$ cat src/rtl/vc_arbiter_pkg.sv
// rtl/vc_arbiter_pkg.sv - shared sizes, destination field and FSM encoding for vc_arbiter
package vc_arbiter_pkg;

    localparam int N_IN    = 4;
    localparam int DATA_W  = 6;
    localparam int IDX_W   = 2;
    localparam int DST_MSB = 5;
    localparam int DST_LSB = 4;
    localparam int DST_W   = DST_MSB - DST_LSB + 1;
    localparam int CNT_W   = 8;

    typedef enum logic [1:0] {
        ST_IDLE    = 2'd0,
        ST_ACTIVE  = 2'd1,
        ST_BLOCKED = 2'd2
    } state_t;

    function automatic logic [N_IN-1:0] dst_onehot(input logic [DST_W-1:0] dst);
        return N_IN'(1) << dst;
    endfunction

endpackage

$ cat src/rtl/vc_arbiter_rr_pick.sv
// rtl/vc_arbiter_rr_pick.sv - combinational round-robin picker, search starts after last_grant
module rr_pick
    import vc_arbiter_pkg::*;
(
    input  logic [N_IN-1:0]  req,
    input  logic [IDX_W-1:0] last_grant,
    output logic [N_IN-1:0]  grant,
    output logic [IDX_W-1:0] grant_idx,
    output logic             grant_valid
);

    logic [IDX_W-1:0] cand;

    // N_IN is a power of two, so the IDX_W-bit add wraps 3 -> 0 by itself
    always_comb begin
        grant       = '0;
        grant_idx   = last_grant;
        grant_valid = 1'b0;
        cand        = last_grant;
        for (int k = 1; k <= N_IN; k++) begin
            cand = last_grant + IDX_W'(k);
            if (!grant_valid && req[cand]) begin
                grant_valid = 1'b1;
                grant_idx   = cand;
                grant[cand] = 1'b1;
            end
        end
    end

endmodule

$ cat src/rtl/vc_arbiter.sv
// rtl/vc_arbiter.sv - round-robin source-to-destination FIFO arbiter; VC_ARBITER_STATS_EN adds push counters
module vc_arbiter #(
    parameter int N_IN   = vc_arbiter_pkg::N_IN,
    parameter int DATA_W = vc_arbiter_pkg::DATA_W
) (
    input  logic                   clk,
    input  logic                   reset,
    input  logic [N_IN*DATA_W-1:0] src_data,
    input  logic [N_IN-1:0]        src_empty,
    output logic [N_IN-1:0]        src_pop,
    input  logic [N_IN-1:0]        dst_almost_full,
    input  logic [N_IN-1:0]        dst_full,
    output logic [N_IN-1:0]        dst_push,
    output logic [DATA_W-1:0]      dst_data,
    output logic                   arb_error,
    output logic [4*8-1:0]         push_cnt
);
    import vc_arbiter_pkg::*;

    state_t            state;
    state_t            next_state;
    logic [N_IN-1:0]   eligible;
    logic [N_IN-1:0]   grant;
    logic [IDX_W-1:0]  grant_idx;
    logic              grant_valid;
    logic [IDX_W-1:0]  last_grant;
    logic [DATA_W-1:0] grant_word;
    logic [DST_W-1:0]  grant_dst;
    logic [N_IN-1:0]   push_sel;

    // A source is skipped, not waited on, when its own target is almost full
    always_comb begin
        eligible = '0;
        for (int i = 0; i < N_IN; i++) begin
            eligible[i] = !src_empty[i] &&
                          !dst_almost_full[src_data[i*DATA_W + DST_LSB +: DST_W]];
        end
    end

    rr_pick u_pick (
        .req         (eligible),
        .last_grant  (last_grant),
        .grant       (grant),
        .grant_idx   (grant_idx),
        .grant_valid (grant_valid)
    );

    assign grant_word = src_data[grant_idx*DATA_W +: DATA_W];
    assign grant_dst  = grant_word[DST_MSB:DST_LSB];

    always_comb begin
        next_state = ST_IDLE;
        src_pop    = '0;
        if (grant_valid) begin
            next_state = ST_ACTIVE;
        end else if (!(&src_empty)) begin
            next_state = ST_BLOCKED;
        end
        if (reset) begin
            src_pop = grant;
        end
    end

    always_ff @(posedge clk) begin
        if (!reset) begin
            state      <= ST_IDLE;
            last_grant <= IDX_W'(N_IN - 1);
            push_sel   <= '0;
            dst_data   <= '0;
            arb_error  <= 1'b0;
        end else begin
            state     <= next_state;
            arb_error <= grant_valid && dst_full[grant_dst];
            if (grant_valid) begin
                last_grant <= grant_idx;
                dst_data   <= grant_word;
                push_sel   <= dst_onehot(grant_dst);
            end
        end
    end

    // ACTIVE is held exactly for the cycle following a grant, i.e. the push cycle
    assign dst_push = (state == ST_ACTIVE) ? push_sel : '0;

`ifdef VC_ARBITER_STATS_EN
    logic [CNT_W-1:0] cnt [N_IN];

    always_ff @(posedge clk) begin
        if (!reset) begin
            for (int j = 0; j < N_IN; j++) cnt[j] <= '0;
        end else begin
            for (int j = 0; j < N_IN; j++) begin
                if (dst_push[j] && cnt[j] != {CNT_W{1'b1}}) cnt[j] <= cnt[j] + 1'b1;
            end
        end
    end

    always_comb begin
        push_cnt = '0;
        for (int j = 0; j < N_IN; j++) push_cnt[j*CNT_W +: CNT_W] = cnt[j];
    end
`else
    assign push_cnt = '0;
`endif

endmodule

$ cat config.mk
export PLATFORM = sky130hd
export DESIGN_NAME = vc_arbiter
export DESIGN_NICKNAME = d
export VERILOG_FILES = /design/src/rtl/vc_arbiter_pkg.sv /design/src/rtl/vc_arbiter_rr_pick.sv /design/src/rtl/vc_arbiter.sv
export SDC_FILE = /design/constraint.sdc
export NUM_CORES = 1
export LEC_CHECK = 0
export BUFFER_PORTS_ARGS = -buffer_cell sky130_fd_sc_hd__buf_2
export CORE_MARGIN = 2
export CORE_UTILIZATION = 25
export CTS_CLUSTER_DIAMETER = 60
export DETAILED_ROUTE_END_ITERATION = 8
export SLEW_MARGIN = 20
export SYNTH_ARGS = -nofsm -noshare
export SYNTH_HDL_FRONTEND = slang
export SYNTH_SLANG_ARGS = --single-unit
$ cat constraint.sdc
create_clock -name clk -period 3 [get_ports clk]
set_input_delay 0.6 -clock clk [delete_from_list [all_inputs] [get_ports clk]]
set_output_delay 0.6 -clock clk [all_outputs]
set_load 0.005 [all_outputs]
### Word-level counts from Yosys, hierarchy flattened

Cells that the tools add are included.
W data, S select, Z words.

| storage, ports and cells | value |
|---|---|
| flip-flop bits (word level) | 15 |
| latch bits | 0 |
| memory bits (writable) | 0 |
| bits in read-only memories | 0 |
| input port bits | 38 |
| output and inout port bits | 47 |
| word-level logic and storage cells | 97 |
| memories | 0 |

| operators by class | value |
|---|---|
| add/sub/neg operators | 3 |
| multiply operators | 1 |
| divide/modulo/power cells | 0 |
| order comparisons | 13 |
| eq/ne operators | 1 |
| shift-type cells | 2 |
| mux-type cells | 42 |
| bitwise gates (word level) | 4 |
| reductions and logical operators | 25 |

Operator list:

| cell | number |
|---|---|
| $lt A2 B3 Y1 const B | 9 |
| $mux W4 | 6 |
| $shiftx A24 B6 Y6 | 1 |
| $bmux W1 S2 | 9 |
| $mux W1 | 18 |
| $logic_and A1 B1 Y1 | 12 |
| $or A4 B4 Y4 | 3 |
| $logic_not A1 Y1 | 11 |
| $mux W2 | 5 |
| $demux W1 S2 | 4 |
| $ge A2 B1 Y1 const B | 4 |
| $add A2 B2 Y2 const B | 2 |
| $mul A2 B2 Y4 const B | 1 |
| $reduce_and A4 Y1 | 1 |
| $shl A1 B2 Y4 const A | 1 |
| $add A2 B1 Y2 const B | 1 |
| $eq A2 B1 Y1 const B | 1 |
| $reduce_or A2 Y1 | 1 |
| $not A1 Y1 | 1 |

### Depth between registers and ports, before layout

| depth | value |
|---|---|
| depth in word-level cells | 21 |
| gate-level depth with buffers | 11 |
| depth with buffers taken out | 9 |

### Modules after synthesis

Synthesis repeated with hierarchy kept, for this count alone.

| unflattened totals | value |
|---|---|
| cells, all modules | 187 |
| area total of the unflattened synthesis | 1690.4 um2 |

Modules (own cells, without submodules):

| module | times used | cells an instance | area an instance (um2) | sequential area each (um2) |
|---|---|---|---|---|
| vc_arbiter | 1 | 113 | 1142.3 | 300.3 |
| rr_pick | 1 | 74 | 548.0 | 0.0 |

### Worst setup path after synthesis

OpenSTA, ideal clock, no wires.

| path | value |
|---|---|
| kind | register to register |
| start | register last_grant[0] |
| end | register dst_data[0] |
| arrival time | 2.928 ns |
| path slack | -0.044 ns |
| stages on the path, launching flop included | 10 |
| buffers on the path | 1 |
| clock period less this slack | 3.044 ns |
| path through | dfxtp_1 > inv_1 > buf_2 > ha_1 > or4b_4 > a221oi_4 > nor2_4 > xnor2_4 > mux4_2 > a22o_1 |

| on the way | value |
|---|---|
| longest elaborated chain between the ends | 15 |
| elaborated cells on any way between the ends | 27 |

Ends and longest elaborated chain:

| item | line | text |
|---|---|---|
| from (decl) | vc_arbiter.sv:26 | `logic [IDX_W-1:0] last_grant;` |
| from (signal assigned) | vc_arbiter.sv:67 | `last_grant <= IDX_W'(N_IN - 1);` |
| from (signal assigned) | vc_arbiter.sv:75 | `last_grant <= grant_idx;` |
| $add A2 B1 Y2 | vc_arbiter_rr_pick.sv:21 | `cand = last_grant + IDX_W'(k);` |
| $bmux W1 S2 | vc_arbiter_rr_pick.sv:22 | `if (!grant_valid && req[cand]) begin` |
| $mux W1 (implied by the code) | vc_arbiter_rr_pick.sv:22 |  |
| $mux W1 | vc_arbiter_rr_pick.sv:22 |  |
| $logic_not A1 Y1 | vc_arbiter_rr_pick.sv:22 |  |
| $logic_and A1 B1 Y1 | vc_arbiter_rr_pick.sv:22 |  |
| $mux W1 | vc_arbiter_rr_pick.sv:22 |  |
| $logic_not A1 Y1 | vc_arbiter_rr_pick.sv:22 |  |
| $logic_and A1 B1 Y1 | vc_arbiter_rr_pick.sv:22 |  |
| $mux W1 | vc_arbiter_rr_pick.sv:22 |  |
| $logic_not A1 Y1 | vc_arbiter_rr_pick.sv:22 |  |
| $logic_and A1 B1 Y1 | vc_arbiter_rr_pick.sv:22 |  |
| $mux W2 | vc_arbiter_rr_pick.sv:22 |  |
| $mul A2 B2 Y4 | vc_arbiter.sv:48 | `assign grant_word = src_data[grant_idx*DATA_W +: DATA_W];` |
| $shiftx A24 B6 Y6 | vc_arbiter.sv:48 |  |
| to (signal assigned) | vc_arbiter.sv:76 | `dst_data <= grant_word;` |
| to (decl) | vc_arbiter.sv:14 | `output logic [DATA_W-1:0] dst_data,` |

Parallel ways exist; a longest one is shown, timed or not. The select of a mux whose other input is x is not followed.
A chain may end at the register's enable or synchronous reset.

### Final worst setup path

| path | value |
|---|---|
| start | input src_data[22] |
| end | output src_pop[1] |

| on the way | value |
|---|---|
| longest elaborated chain between the ends | 17 |
| elaborated cells on any way between the ends | 29 |

Ends and longest elaborated chain:

| item | line | text |
|---|---|---|
| from (decl) | vc_arbiter.sv:8 | `input logic [N_IN*DATA_W-1:0] src_data,` |
| $bmux W1 S2 (*) | vc_arbiter.sv:36 | `!dst_almost_full[src_data[i*DATA_W + DST_LSB +: DST_W]];` |
| $mux W1 (implied by the code) (*) | vc_arbiter.sv:36 |  |
| $logic_not A1 Y1 (*) | vc_arbiter.sv:36 |  |
| $logic_and A1 B1 Y1 (*) | vc_arbiter.sv:35 | `eligible[i] = !src_empty[i] &&` |
| $bmux W1 S2 | vc_arbiter_rr_pick.sv:22 |  |
| $mux W1 (implied by the code) | vc_arbiter_rr_pick.sv:22 |  |
| $mux W1 | vc_arbiter_rr_pick.sv:22 |  |
| $logic_not A1 Y1 | vc_arbiter_rr_pick.sv:22 |  |
| $logic_and A1 B1 Y1 | vc_arbiter_rr_pick.sv:22 |  |
| $mux W1 | vc_arbiter_rr_pick.sv:22 |  |
| $logic_not A1 Y1 | vc_arbiter_rr_pick.sv:22 |  |
| $logic_and A1 B1 Y1 | vc_arbiter_rr_pick.sv:22 |  |
| $mux W1 | vc_arbiter_rr_pick.sv:22 |  |
| $logic_not A1 Y1 | vc_arbiter_rr_pick.sv:22 |  |
| $logic_and A1 B1 Y1 | vc_arbiter_rr_pick.sv:22 |  |
| $mux W4 (*) | vc_arbiter_rr_pick.sv:22 |  |
| $mux W4 (*) | vc_arbiter.sv:59 | `if (reset) begin` |
| to (decl) | vc_arbiter.sv:10 | `output logic [N_IN-1:0] src_pop,` |

Every way passes the cells marked *; elsewhere a longest branch is shown, timed or not. The select of a mux whose other input is x is not followed.

==> metrics.cfg <==
[yosys]
synth_fa_ha_area_frac = 0.0600
synthFlopType = dfxtp_1
synthArstFlopShare = 0
seq_area_frac_synth = 0.180
synth_most_common_cell = buf_4
yosys_warnings = 0
synthSimpleGateAreaFrac = 0.223
yosysTopAreaCellShare = 0.180
synth_top_family_by_area = simple AND/OR/NAND/NOR gates
synth_compound_area_frac = 0.191
synth_commonest_cells = buf_4 (33), nand2_1 (20), dfxtp_1 (15)
synthMuxAreaShare = 0.151
ys_ff_latch = 15
syn_area_per_cell_um2 = 9.07
synth_xor_area_frac = 0.0165
syn_inst = 184
synthTopCellsByArea = dfxtp_1 (18%), buf_4 (15%), mux4_2 (8.1%)
synth_cell_types = 52
synth_edf_count = 0
synth.largest_area_cell = dfxtp_1
syn_area_um2 = 1670

[global_routing]
grt_use_total = 0.103
grt_pass1_wl_um = 6190
grt_max_degree = 20
antenna_found_initial = 0
grt_pass1_vias = 1297
grt-ovfl-total = 0

[clock_tree]
cts_max_path_buffers = 2
numCtsBuffers = 3
clock_latency_ps = 240
cts_tree = yes
path_clk_slew_ps = 60
clkSinkCount = 15
htree_levels = 1
hold_buffers = 0
root_buffer = clkbuf_8

[worst_hold_path]
whs_endpoint = push_sel[1]
hp-class = reg2reg
holdCritStartpoint = push_sel[1]
hold_depth = 2

[power_and_ir_drop]
p_total_mw = 1.96
p_per_area_nw_per_um2 = 851
p_leak_nw = 1.10
ir_drop_mv = 0.278

[timing]
fin_ws_ps = -103
skew_ps = 3.39
rsz0062_at_grt = yes
setup_viol = 7
fmax_ghz = 0.322
timing.hold.ws_ps = 440
finalMaxSlewViolations = 0
setup_tns_ps = -424
min_period_ps = 3100
finalHoldViolations = 0
fin_crit_sh = 1.03

[placement]
place_ws_ps = -234
globalplace.congestion = 0.832
numPortBuffers = 52
post-dp-hpwl_um = 3330
dpl_cell_area_um2 = 2050
dp_cells = 332

[detailed_routing]
vias = 1520
via_per_inst = 4.43
first_iter_violations = 30
drc = 0
ant_nets = 0
wl_per_cell_um = 12.2
dr.pass1.iters = 5
routed_wirelength_um = 4190

[layout]
nets = 313
area_delta_synth_final_pct = 37.9
drive_above_1_share = 0.474
fin_area_um2 = 2300
n_antenna_cell = 0
final_util = 0.361
stdcell_count = 343

[critical_path]
r2r-end = dst_data[1]
critPathLaunchType = input pin
critPathCaptureType = output port
criticalPathCategory = in2out
regToRegSetupSlack_ps = 90
crit_path_max_fanout = 5
rr_startpoint = last_grant[0]
startpoint = src_data[22]
required_ps = 2400
reg2regPathDepth = 9
arrival_ps = 2500

[floorplan]
fp-row-count = 29
die_y_um = 85.7
dieWidth_um = 85.7
coreArea_um2 = 6390
ios = 85
initial_core_util = 0.261
dieArea_um2 = 7350

[status]
violations = negative setup slack
status = complete, but fails checks

[run]
max_cap_viol_count = 0

## worst max-delay path by stage
stage / cells after the start / endpoint / slack, ps
floorplan: 8 / dst_data[0] / 40
global placement: 10 / src_pop[2] / -210
detailed placement: 10 / src_pop[3] / -230
CTS: 12 / src_pop[3] / -140
global route: 12 / src_pop[2] / -200
finish: 10 / src_pop[1] / -100
## per-layer routing
metal,global-route usage,wire [um],vias to the layer above
met4,0.0216,0,0
met5,0,0,-
li1,-,-,777
met2,0.168,2120,45
met1,0.145,1870,698
met3,0.0135,202,0
## repair_timing
item,4_1_cts,5_1_grt
pin swaps,6,19
hold endpoints to repair,0,0
setup buffers,3,5
setup endpoints to repair,4,15
resized for setup,14,14
cloned,0,0
## layout by cell type, fill, tap and decap left out, drive strengths merged
| cell | count |
|---|---|
| a211oi | 2 |
| a21boi | 5 |
| a21oi | 3 |
| a221oi | 1 |
| a22o | 4 |
| a22oi | 8 |
| a2bb2oi | 3 |
| a311oi | 3 |
| a41oi | 1 |
| and2 | 6 |
| and3 | 2 |
| and3b | 1 |
| buf | 85 |
| clkbuf | 3 |
| clkinv | 1 |
| conb | 32 |
| dfxtp | 15 |
| ha | 8 |
| inv | 3 |
| mux2 | 2 |
| mux2i | 9 |
| mux4 | 6 |
| nand2 | 20 |
| nand2b | 2 |
| nand3 | 2 |
| nand3b | 1 |
| nand4b | 1 |
| nor2 | 6 |
| nor2b | 5 |
| nor3 | 6 |
| nor3b | 1 |
| nor4 | 3 |
| nor4b | 1 |
| o21ai | 6 |
| o22ai | 1 |
| o2bb2a | 1 |
| or3 | 2 |
| or3b | 2 |
| or4b | 2 |
| xnor2 | 1 |
## logic make-up after synthesis
family | count (synthesis)
AO/OA/AOI/OAI | 38
adder cells (fa/ha/maj) | 8
XOR/XNOR | 1
flip-flops | 15
multiplexers | 17
AND/OR/NAND/NOR | 63
buffers and inverters | 41
other | 1
## layout make-up
type / instances / area [um2]
Fill cell: 664 / 4080
Multi-Input combinational cell: 159 / 1290
Timing Repair Buffer: 85 / 561
Sequential cell: 15 / 302
Tap cell: 77 / 96.3
Clock buffer: 3 / 41.3
Inverter: 3 / 11.3
Clock inverter: 1 / 5.00
## critical path: stages
cell	delay, ps
buf_6	90
mux4_2	380
nor3_2	60
nor3_1	390
nor2b_2	320
a21boi_2	220
buf_6	140
a22oi_2	50
a21boi_1	130
buf_2	120
## power by group
| group | internal (mW) | switching [mW] |
|---|---|---|
| Clock | 0.0917 | 0.0673 |
| Sequential | 0.285 | 0.0349 |
| Combinational | 0.770 | 0.710 |
## flip-flops by register name, summed over array words and instances (netlist names)
| register | flops |
|---|---|
| state | 2 |
| dst_data | 6 |
| last_grant | 2 |
| push_sel | 4 |
| arb_error | 1 |
No activity file was read; power rests on OpenSTA's default activity.
